**src/rtl/fmv_frame_presenter_pkg.sv**
```systemverilog
// Shared FMV types: planar YUV frame descriptor, presenter FSM states and the
// MPEG-1 picture_rate to integer frames-per-second lookup.
package fmv_frame_presenter_pkg;

  typedef struct packed {
    logic [19:0] y;
    logic [19:0] u;
    logic [19:0] v;
  } planar_yuv_s;

  typedef enum logic [2:0] {
    IDLE,
    PREFILL_WAIT,
    RUN,
    POP,
    SETTLE1,
    SETTLE2,
    RELEASE2
  } state_e;

  // A result of 0 means "unsupported code, hold the current frame".
  function automatic logic [6:0] rate_fps(input logic [3:0] code);
    logic [6:0] fps;
    case (code)
      4'd1, 4'd2: fps = 7'd24;
      4'd3:       fps = 7'd25;
      4'd4, 4'd5: fps = 7'd30;
      4'd6:       fps = 7'd50;
      4'd7, 4'd8: fps = 7'd60;
      default:    fps = 7'd0;
    endcase
    return fps;
  endfunction

endpackage

```
**src/rtl/fmv_frame_presenter.sv**
```systemverilog
// Paces decoded frames from MPEG picture rate to display field rate, holds the
// displayed frame for the fetcher and returns superseded frames to the pool.
module fmv_frame_presenter
  import fmv_frame_presenter_pkg::*;
#(
  parameter int PREFILL = 2
) (
  input  logic        clk,
  input  logic        reset,
  input  logic        enable,
  input  logic [3:0]  picture_rate,
  input  logic        disp_60hz,
  input  logic        vsync,
  input  logic        fifo_valid,
  input  planar_yuv_s fifo_q,
  input  logic [4:0]  fifo_cnt,
  output logic        fifo_strobe,
  output planar_yuv_s disp_frame,
  output logic        disp_valid,
  output logic        release_we,
  output planar_yuv_s release_adr,
  output logic [7:0]  underrun_cnt
);

  state_e      state, state_next;
  logic [6:0]  acc, acc_next;
  logic [1:0]  due, due_next;
  logic [6:0]  fps;
  logic [7:0]  disp8;
  logic [7:0]  sum;
  logic        do_pop;
  logic        do_underrun;
  logic        do_stop_release;

  always_ff @(posedge clk or posedge reset) begin
    if (reset) begin
      state <= IDLE;
      acc   <= '0;
      due   <= '0;
    end else begin
      state <= state_next;
      acc   <= acc_next;
      due   <= due_next;
    end
  end

  // Two SETTLE cycles after every pop give the registered FIFO time to present
  // its new head, which also bounds strobes to one per three cycles.
  always_comb begin
    fps             = rate_fps(picture_rate);
    disp8           = disp_60hz ? 8'd60 : 8'd50;
    sum             = {1'b0, acc} + {1'b0, fps};
    state_next      = state;
    acc_next        = acc;
    due_next        = due;
    fifo_strobe     = 1'b0;
    do_pop          = 1'b0;
    do_underrun     = 1'b0;
    do_stop_release = 1'b0;
    case (state)
      IDLE: begin
        if (enable) state_next = PREFILL_WAIT;
      end
      PREFILL_WAIT: begin
        if (!enable) begin
          state_next = RELEASE2;
        end else if (vsync && (fifo_cnt >= 5'(PREFILL))) begin
          due_next   = 2'd1;
          acc_next   = '0;
          state_next = POP;
        end
      end
      RUN: begin
        if (!enable) begin
          state_next = RELEASE2;
        end else if (vsync && (fps != 7'd0)) begin
          if (sum < disp8) begin
            acc_next = sum[6:0];
          end else if (sum < (disp8 << 1)) begin
            due_next   = 2'd1;
            acc_next   = 7'(sum - disp8);
            state_next = POP;
          end else begin
            due_next   = 2'd2;
            acc_next   = 7'(sum - (disp8 << 1));
            state_next = POP;
          end
        end
      end
      POP: begin
        if (fifo_valid) begin
          fifo_strobe = 1'b1;
          do_pop      = 1'b1;
          state_next  = SETTLE1;
        end else begin
          // Parking acc just below the threshold retries the pop next field.
          do_underrun = 1'b1;
          acc_next    = 7'(disp8 - 8'd1);
          due_next    = '0;
          state_next  = RUN;
        end
      end
      SETTLE1: begin
        state_next = SETTLE2;
      end
      SETTLE2: begin
        due_next = due - 2'd1;
        if (!enable)              state_next = RELEASE2;
        else if (due == 2'd2)     state_next = POP;
        else                      state_next = RUN;
      end
      RELEASE2: begin
        do_stop_release = 1'b1;
        acc_next        = '0;
        due_next        = '0;
        state_next      = IDLE;
      end
      default: state_next = IDLE;
    endcase
  end

  always_ff @(posedge clk or posedge reset) begin
    if (reset) begin
      disp_frame   <= '0;
      disp_valid   <= 1'b0;
      release_we   <= 1'b0;
      release_adr  <= '0;
      underrun_cnt <= '0;
    end else begin
      release_we <= 1'b0;
      if (do_pop) begin
        disp_frame <= fifo_q;
        disp_valid <= 1'b1;
        if (disp_valid) begin
          release_we  <= 1'b1;
          release_adr <= disp_frame;
        end
      end
      if (do_underrun && (underrun_cnt != 8'hFF)) begin
        underrun_cnt <= underrun_cnt + 8'd1;
      end
      if (do_stop_release) begin
        disp_valid <= 1'b0;
        if (disp_valid) begin
          release_we  <= 1'b1;
          release_adr <= disp_frame;
        end
      end
    end
  end

endmodule

```
**config.mk**
```make
export PLATFORM = sky130hd
export DESIGN_NAME = fmv_frame_presenter
export DESIGN_NICKNAME = d
export VERILOG_FILES = /design/src/rtl/fmv_frame_presenter_pkg.sv /design/src/rtl/fmv_frame_presenter.sv
export SDC_FILE = /design/constraint.sdc
export NUM_CORES = 1
export LEC_CHECK = 0
export BUFFER_PORTS_ARGS = -buffer_cell sky130_fd_sc_hd__buf_2
export CORE_MARGIN = 2
export CORE_UTILIZATION = 44
export CTS_BUF_LIST = sky130_fd_sc_hd__clkbuf_16
export CTS_CLUSTER_DIAMETER = 30
export DETAILED_ROUTE_END_ITERATION = 10
export PLACE_DENSITY_LB_ADDON = 0.1
export SLEW_MARGIN = 40
export SYNTH_ARGS = -nofsm -noshare
export SYNTH_HDL_FRONTEND = slang
export SYNTH_SLANG_ARGS = --single-unit
```
**constraint.sdc**
```tcl
create_clock -name clk -period 12.1 [get_ports clk]
set_input_delay 3.025 -clock clk [delete_from_list [all_inputs] [get_ports clk]]
set_output_delay 3.025 -clock clk [all_outputs]
set_load 0.02 [all_outputs]
```
### Word level (Yosys, flattened, before mapping)

Memory sizes are Yosys's and may differ from the RTL's.
Index checks and enable logic that the tools add are counted.

* add/sub/neg operators: 6
* equal/unequal tests: 18
* reduce and logical (&&, ||, !) cells: 11
* $lt $le $gt $ge: 3
* multiplexer cells: 42

Operators by type and width (number)
* $mux 60: 4
* $mux 7: 7
* $pmux 7 s4: 1
* $mux 3: 8
* $pmux 3 s6: 1
* $mux 2: 7
* $ne 2x2->1 const B: 7
* $mux 1: 12
* $pmux 2 s5: 1
* $eq 3x3->1 const B: 3
* $ne 3x3->1 const B: 3
* $add 7x7->8: 1
* $add 8x1->8 const B: 1
* $lt 8x6->1: 1
* $lt 8x7->1: 1
* $ne 8x8->1 const B: 1
* $reduce_and 7->1: 1
* $reduce_bool 7->1: 1
* $sub 6x1->7 const B: 1
* $sub 7x6->7: 1
* $sub 7x7->7: 1
* $eq 3x2->1 const B: 2
* $reduce_and 6->1: 1
* $ge 5x2->1 const B: 1
* 10 further kinds: 12

* memories kept: 1
* logic and storage cells: 93
* output and inout bits: 131
* input bits: 75
* ROM bits: 96
* register bits: 142

Memory list
* (no name shown): words 16, bits a word 6, read ports 1, clocked after Yosys merged registers in 0, wr ports 0, line fmv_frame_presenter_pkg.sv:24 `case (code)`

### Logic depth before layout (Yosys ltp)

Gate-level depths: netlist of the first run.
An unclocked memory read counts as a cell.

* depth in word-level cells: 8
* gate-level depth with buffers: 16
* depth with buffers taken out: 15

### Worst setup path after synthesis of the first run

No wires, ideal clock.

* path type: input to output
* start point: input port fifo_valid
* end point: output port fifo_strobe
* path buffers: 1
* data required time: 9075 ps
* arrival: 3724 ps
* setup slack: 5351 ps
* stages on the path: 3
* cells stage by stage: nand3_1 clkbuf_1 inv_1

* cells in the longest elaborated chain, start to end: 2

RTL lines
* start, declared: line fmv_frame_presenter.sv:14 `input logic fifo_valid,`
* $mux 1: line fmv_frame_presenter.sv:91 `if (fifo_valid) begin`
* $mux 1: line fmv_frame_presenter.sv:60 `case (state)`
* end, declared: line fmv_frame_presenter.sv:17 `output logic fifo_strobe,`

Every way passes these cells.

### Worst setup path after layout of the first run

Same ends and word-level chain as after synthesis.

==> parameters.txt, run 1 <==
Parameter                              Value

Floorplan
  Core Region ... 13990 um^2
  Boundary pin count ... 206
  Die width ... 124.1 um
  Floorplan die height ... 124.1 um
  Number of placement rows ... 43
  Effective utilization at floorplan ... 45.39%
  Floorplan die area ... 15410 um^2

Power
  Total leakage power ... 4.021 nW
  Net Sw Frac ... 39.14%
  Power spent charging and discharging nets ... 0.9582 mW
  Post-layout total power ... 2.448 mW
  Clock group share of total power ... 22.7%
  Fraction of power consumed by sequential logic ... 34.5%
  Combinational cell fraction of total power ... 42.7%
  Worst VDD drop ... 0.0001678 V
  Int Power ... 1.490 mW
  Power per cell area ... 299.6 nW/um^2

Placement
  Port Buffers ... 204
  Placed wire-length estimate ... 10.28 mm
  RD Place Congestion ... 0.8946
  Placement Cell Area ... 7531 um^2

STA
  Highest attainable clock frequency ... 151.7 MHz
  Max-slew headroom at the worst pin ... 51.03%
  Post-route clock period utilization ... 54.47%
  Slew of the pin with the lowest slew margin ... 0.7345 ns
  Count of endpoints failing setup in the final report ... 0
  Final-report max-slew violation count ... 0
  Total Negative Setup Slacks ... 0 ns
  Worst setup skew after layout ... 0.009796 ns
  Hold Slack ... 0.5006 ns
  Fin. Hold Viols ... 0
  Time the worst path needs with I/O delays and setup ... 6.591 ns
  Setup repair after global routing missed its margin ... no

Final layout
  Ratio of cells with drive above 1 in the final layout ... 53.08%
  Final cell area excluding filler cells ... 8170 um^2
  Area delta synth->final ... 28.67%
  Fillcell total ... 1197
  Area of the multi-input gates ... 2651 um^2
  Ant. Diodes ... 0
  Total area of sequential cells ... 3553 um^2
  Final net count ... 775

Setup path
  Data arrival time of the critical path ... 3.57 ns
  Crit Path Max Fanout ... 6
  Startpoint kind of the worst setup timing path ... input port
  Crit Path Category ... in2out
  Type of destination of the critical path ... primary output
  Required time reported for the critical path endpoint ... 9.07 ns

Routing
  ANT nets after route ... 0
  Total number of vias ... 4616
  Number of search-and-repair iterations in the first detailed-routing pass ... 5
  DR DRC count ... 0
  Total wire length after detailed routing ... 14.56 mm
  DRC violation total after the first TritonRoute iteration ... 162
  Via count normalized by instance count ... 5.263
  Routed wire per std cell ... 16.60 um

Synthesis
  Sequential share of the synthesized area ... 55.96%
  Top cell type's share of synthesized area ... 55.96%
  Top post-synthesis cells by area ... sky130_fd_sc_hd__dfrtp_1 (56%), sky130_fd_sc_hd__mux2_2 (22%), sky130_fd_sc_hd__ha_1 (2.6%)
  Number of enable flip-flop cells after synthesis ... 0
  Yosys warns ... 0
  Most numerous cell in the Yosys netlist ... sky130_fd_sc_hd__dfrtp_1
  Number of distinct standard cells referenced by the synthesized netlist ... 56
  Mean instance size in the synthesized netlist ... 13.26 um^2
  Fraction of registers with async set or reset after synthesis ... 100.0%
  Synth Cell Area ... 6350 um^2
  Synthesized instance count ... 479
  Leading area contributor after synthesis ... sky130_fd_sc_hd__dfrtp_1
  Most common library cells after synthesis ... sky130_fd_sc_hd__dfrtp_1 (142), sky130_fd_sc_hd__mux2_2 (123), sky130_fd_sc_hd__nand2_1 (21)
  Most frequently used flop master after synthesis ... sky130_fd_sc_hd__dfrtp_1
  FF+latch count, synth ... 142
  Post-synthesis net count ... 570

Min path
  Hold crit path type ... reg2reg

Global routing
  Pin count of the biggest net entering global routing ... 84
  Number of antenna violations at the first check in global routing ... 0
  Remaining global-route overflow ... 0
  Wire length of the first global-routing pass ... 22.54 mm
  Overall global routing resource usage ... 19.31%
  Number of global-route vias before repair ... 4613

Clock network
  Worst-skew pair later-pin latency ... 0.42 ns
  Clock tree sinks ... 142
  CTS tree ... built
  Clock buffer depth ... 2
  Clock root buffer master ... sky130_fd_sc_hd__clkbuf_16
  PostCTS Resize Cnt ... 0
  Clock-pin slew on the worst setup and hold paths ... 0.06 ns
  Hold bufs inserted after CTS ... 0
  Clock buffers created by TritonCTS ... 17
  Count of buffers added by post-CTS timing repair for setup ... 0
  H-tree levels ... 4

Outcome
  Result of the run ... completed

Job
  Number of max-cap violations ... 0
[worst max-delay path, stage by stage]
cell and delay [ns]:
sky130_fd_sc_hd__buf_2 0.18, sky130_fd_sc_hd__nand3_4 0.10, sky130_fd_sc_hd__inv_1 0.09, sky130_fd_sc_hd__buf_2 0.16
[layout make-up]
| cell class | instances | share of cell area (%) |
|---|---|---|
| Clock buffer | 17 | 5.207 |
| Tap cell | 180 | 2.757 |
| Inverter | 13 | 0.6585 |
| Clock inverter | 15 | 2.573 |
| Timing Repair Buffer | 207 | 12.86 |
| Sequential cell | 142 | 43.49 |
| Multi-Input combinational cell | 303 | 32.45 |
[metal layers]
metal / routed length, um / share of wire [%] / vias to the layer above / GRT usage [%]
met5: 0 / 0 / - / 0
met4: 359 / 2.5 / 0 / 9.480
met3: 1324 / 9.1 / 23 / 7.784
met2: 6995 / 48 / 182 / 30.23
met1: 5883 / 40 / 2271 / 23.13
li1: - / - / 2140 / -
[power groups by stage]
| stage | Clock, mW | Combinational (mW) | Sequential (mW) |
|---|---|---|---|
| after global routing | 0.591 | 1.14 | 0.879 |
| final | 0.557 | 1.05 | 0.845 |
| after floorplan | 0 | 0.488 | 1.08 |
| after CTS | 0.570 | 1.06 | 0.847 |
| after detailed placement | 0 | 1.06 | 0.852 |
| after global placement | 0 | 1.04 | 0.835 |
[placed cells by master, fill, tap and decap left out, drive strengths merged, types with 9 or more instances in the layout]
master,count
dfrtp,142
a21oi,18
clkbuf,17
nand2,21
nor2,17
mux2,123
buf,207
xnor2,9
inv,17
ha,13
o21ai,13
[cells by family (layout without fill, tap and decap cells)]
logic type,after synthesis,after routing,synth area share [%]
muxes,126,126,22.29
adders and majority gates,17,17,3.665
DFF,142,142,55.96
xor gates and xnor gates,13,13,1.793
and+or+nand+nor,79,79,6.424
AOI/OAI and AO/OA,68,68,7.369
buffers and inverters,34,252,2.502
[final timing paths]
check | start | to | slack [ns] | cells past startpoint
min in group asynchronous | reset | disp_frame[9]$_DFFE_PP0P_ | 2.66 | 2
worst min register to register | flop | flop | 0.50 | 1
worst max register to register | acc[0]$_DFFE_PP0P_ | acc[1]$_DFFE_PP0P_ | 8.25 | 13
max in group asynchronous | reset | disp_frame[29]$_DFFE_PP0P_ | 8.29 | 3
worst min-delay path | flop | flop | 0.50 | 1
worst max-delay path | fifo_valid | fifo_strobe | 5.51 | 4
[per-stage QoR]
stage | setup WS, ns | std cells | utilization (%)
CTS | 5.515 | 877 | 58.38
global route | 5.262 | 877 | 58.41
global placement | 5.193 | 845 | 53.81
detailed placement | 5.092 | 845 | 53.84
finish | 5.509 | 877 | 58.41
floorplan | 5.265 | 479 | -
No activity file was read; power rests on OpenSTA's default activity.
==> inputs of run 2 (changes only) <==
==> constraint.sdc (replaced) <==
create_clock -name clk -period 5.63 [get_ports clk]
set_input_delay 1.4075 -clock clk [delete_from_list [all_inputs] [get_ports clk]]
set_output_delay 1.4075 -clock clk [all_outputs]
set_load 0.02 [all_outputs]
==> run 2 against run 1 <==
Hold slack worse by 0.014 ns. Global-route usage increased by 0.35 points. Non-clock buffer count rose by 2. Critical endpoint is now acc[1]$_DFFE_PP0P_. Largest power group unchanged.
==> parameters.txt, run 2 (synthesis gave the netlist of run 1 again) <==
Parameter                              Value

Power
  Clock group share of total power ... 21.2%
  Post-layout total power ... 5.182 mW
  Total leakage power ... 4.003 nW
  Combinational cell fraction of total power ... 43.8%
  Worst VDD drop ... 0.0003012 V
  Power spent charging and discharging nets ... 2.094 mW
  Fraction of power consumed by sequential logic ... 35.0%
  Int Power ... 3.088 mW
  Net Sw Frac ... 40.40%
  Power per cell area ... 637.5 nW/um^2

Final layout
  Area of the multi-input gates ... 2655 um^2
  Fillcell total ... 1219
  Area delta synth->final ... 28.02%
  Total area of sequential cells ... 3553 um^2
  Ratio of cells with drive above 1 in the final layout ... 53.36%
  Final net count ... 777
  Final cell area excluding filler cells ... 8129 um^2
  Commonest cells after routing, fill and taps aside ... sky130_fd_sc_hd__buf_2 (204), sky130_fd_sc_hd__dfrtp_1 (142), sky130_fd_sc_hd__mux2_2 (123)
  Commonest non-fill, non-tap cell in the layout ... sky130_fd_sc_hd__buf_2
  Ant. Diodes ... 0

Global routing
  Wire length of the first global-routing pass ... 22.98 mm
  Number of global-route vias before repair ... 4610
  Remaining global-route overflow ... 0
  Overall global routing resource usage ... 19.67%
  Pin count of the biggest net entering global routing ... 105
  Number of antenna violations at the first check in global routing ... 0

Floorplan
  Effective utilization at floorplan ... 45.39%
  Boundary pin count ... 206
  Floorplan die area ... 15410 um^2
  Core Region ... 13990 um^2
  Floorplan die height ... 124.1 um
  Die width ... 124.1 um
  Number of placement rows ... 43

Clock network
  Count of buffers added by post-CTS timing repair for setup ... 0
  CTS tree ... built
  Clock buffers created by TritonCTS ... 17
  Clock tree sinks ... 142
  Clock-pin slew on the worst setup and hold paths ... 0.06 ns
  H-tree levels ... 4
  Worst-skew pair later-pin latency ... 0.42 ns
  Hold bufs inserted after CTS ... 0
  Clock root buffer master ... sky130_fd_sc_hd__clkbuf_16
  PostCTS Resize Cnt ... 0
  Clock buffer depth ... 2

STA
  Post-route clock period utilization ... 86.14%
  Total Negative Setup Slacks ... 0 ns
  Highest attainable clock frequency ... 206.2 MHz
  Setup slack after layout ... 0.7802 ns
  Fin. Hold Viols ... 0
  Time the worst path needs with I/O delays and setup ... 4.850 ns
  Worst setup skew after layout ... 0.005718 ns
  Setup repair after global routing missed its margin ... no
  Max-slew headroom at the worst pin ... 53.00%
  Count of endpoints failing setup in the final report ... 0
  Slew of the pin with the lowest slew margin ... 0.7050 ns
  Final-report max-slew violation count ... 0

Placement
  Post-placement setup slack ... 0.3595 ns
  Placed wire-length estimate ... 10.51 mm
  RD Place Congestion ... 0.8312
  Placement Cell Area ... 7548 um^2
  Port Buffers ... 204

Routing
  Total number of vias ... 4612
  Number of search-and-repair iterations in the first detailed-routing pass ... 4
  DR DRC count ... 0
  Routed wire per std cell ... 16.80 um
  ANT nets after route ... 0
  Via count normalized by instance count ... 5.247
  DRC violation total after the first TritonRoute iteration ... 151
  Total wire length after detailed routing ... 14.77 mm

Setup path
  Path depth of the worst reg2reg path ... 13
  Crit Path Max Fanout ... 9
  Crit Path Category ... in2reg
  Required time reported for the critical path endpoint ... 5.97 ns
  RR Endpoint ... acc[1]$_DFFE_PP0P_
  Worst setup path start ... picture_rate[1]
  R2R Path Start ... acc[0]$_DFFE_PP0P_
  Register-to-register setup slack ... 1.86 ns
  Worst setup endpoint ... acc[1]$_DFFE_PP0P_
  Type of destination of the critical path ... flop
  Data arrival time of the critical path ... 5.19 ns
  Startpoint kind of the worst setup timing path ... input port

Min path
  Worst hold stages ... 1
  Hold crit path type ... reg2reg

Outcome
  Result of the run ... completed

Job
  Number of max-cap violations ... 0
[run 2: critical path, stage by stage]
cell and delay [ns]:
sky130_fd_sc_hd__buf_2 0.17, sky130_fd_sc_hd__nand2_1 0.09, sky130_fd_sc_hd__nor3_1 0.16, sky130_fd_sc_hd__ha_1 0.23
sky130_fd_sc_hd__inv_1 0.07, sky130_fd_sc_hd__fa_1 0.39, sky130_fd_sc_hd__xor2_1 0.38, sky130_fd_sc_hd__ha_1 0.24
sky130_fd_sc_hd__inv_1 0.07, sky130_fd_sc_hd__fa_1 0.43, sky130_fd_sc_hd__a21o_1 0.22, sky130_fd_sc_hd__maj3_1 0.33
sky130_fd_sc_hd__or3_1 0.32, sky130_fd_sc_hd__o211ai_2 0.16, sky130_fd_sc_hd__mux2_2 0.38, sky130_fd_sc_hd__o21ai_1 0.13
[run 2: layer usage]
layer | routed length (um) | GRT usage, % | up-vias
li1 | - | - | 2139
met1 | 5882 | 23.18 | 2291
met2 | 7384 | 32.92 | 167
met3 | 1328 | 7.509 | 15
met4 | 169 | 6.742 | 0
met5 | 0 | 0 | -
[run 2: worst min-delay path by stage]
| stage | slack (ns) | startpoint | end |
|---|---|---|---|
| global route | 0.52 | flop | flop |
| global placement | 0.47 | underrun_cnt[4]$_DFFE_PP0P_ | underrun_cnt[4]$_DFFE_PP0P_ |
| detailed placement | 0.49 | underrun_cnt[4]$_DFFE_PP0P_ | underrun_cnt[4]$_DFFE_PP0P_ |
| floorplan | 0.45 | acc[0]$_DFFE_PP0P_ | acc[0]$_DFFE_PP0P_ |
| CTS | 0.49 | underrun_cnt[4]$_DFFE_PP0P_ | underrun_cnt[4]$_DFFE_PP0P_ |
| finish | 0.49 | underrun_cnt[4]$_DFFE_PP0P_ | underrun_cnt[4]$_DFFE_PP0P_ |
[run 2: power groups by stage]
| stage | Sequential (mW) | Combinational (mW) | Clock (mW) |
|---|---|---|---|
| 3_3_place_gp | 1.80 | 2.25 | 0 |
| 6_report | 1.81 | 2.27 | 1.10 |
| 4_1_cts | 1.82 | 2.30 | 1.13 |
| 5_1_grt | 1.89 | 2.46 | 1.17 |
| 2_1_floorplan | 2.31 | 1.05 | 0 |
| 3_5_place_dp | 1.83 | 2.29 | 0 |
[run 2: stage by stage]
stage / hold WS, ns / instances / utilization, %
floorplan: 0.4542 / 479 / -
global placement: 0.4747 / 847 / 53.92
detailed placement: 0.4860 / 847 / 53.96
CTS: 0.4940 / 879 / 58.09
global route: 0.5190 / 879 / 58.11
finish: 0.4861 / 879 / 58.11
[run 2: final cells by class]
cell class,instances,area share [%]
clock inverter,15,1.862
inverter,13,0.6926
timing repair buffer,209,13.07
multi-input combinational,303,32.66
clock buffer,17,5.233
tap,180,2.771
sequential,142,43.71
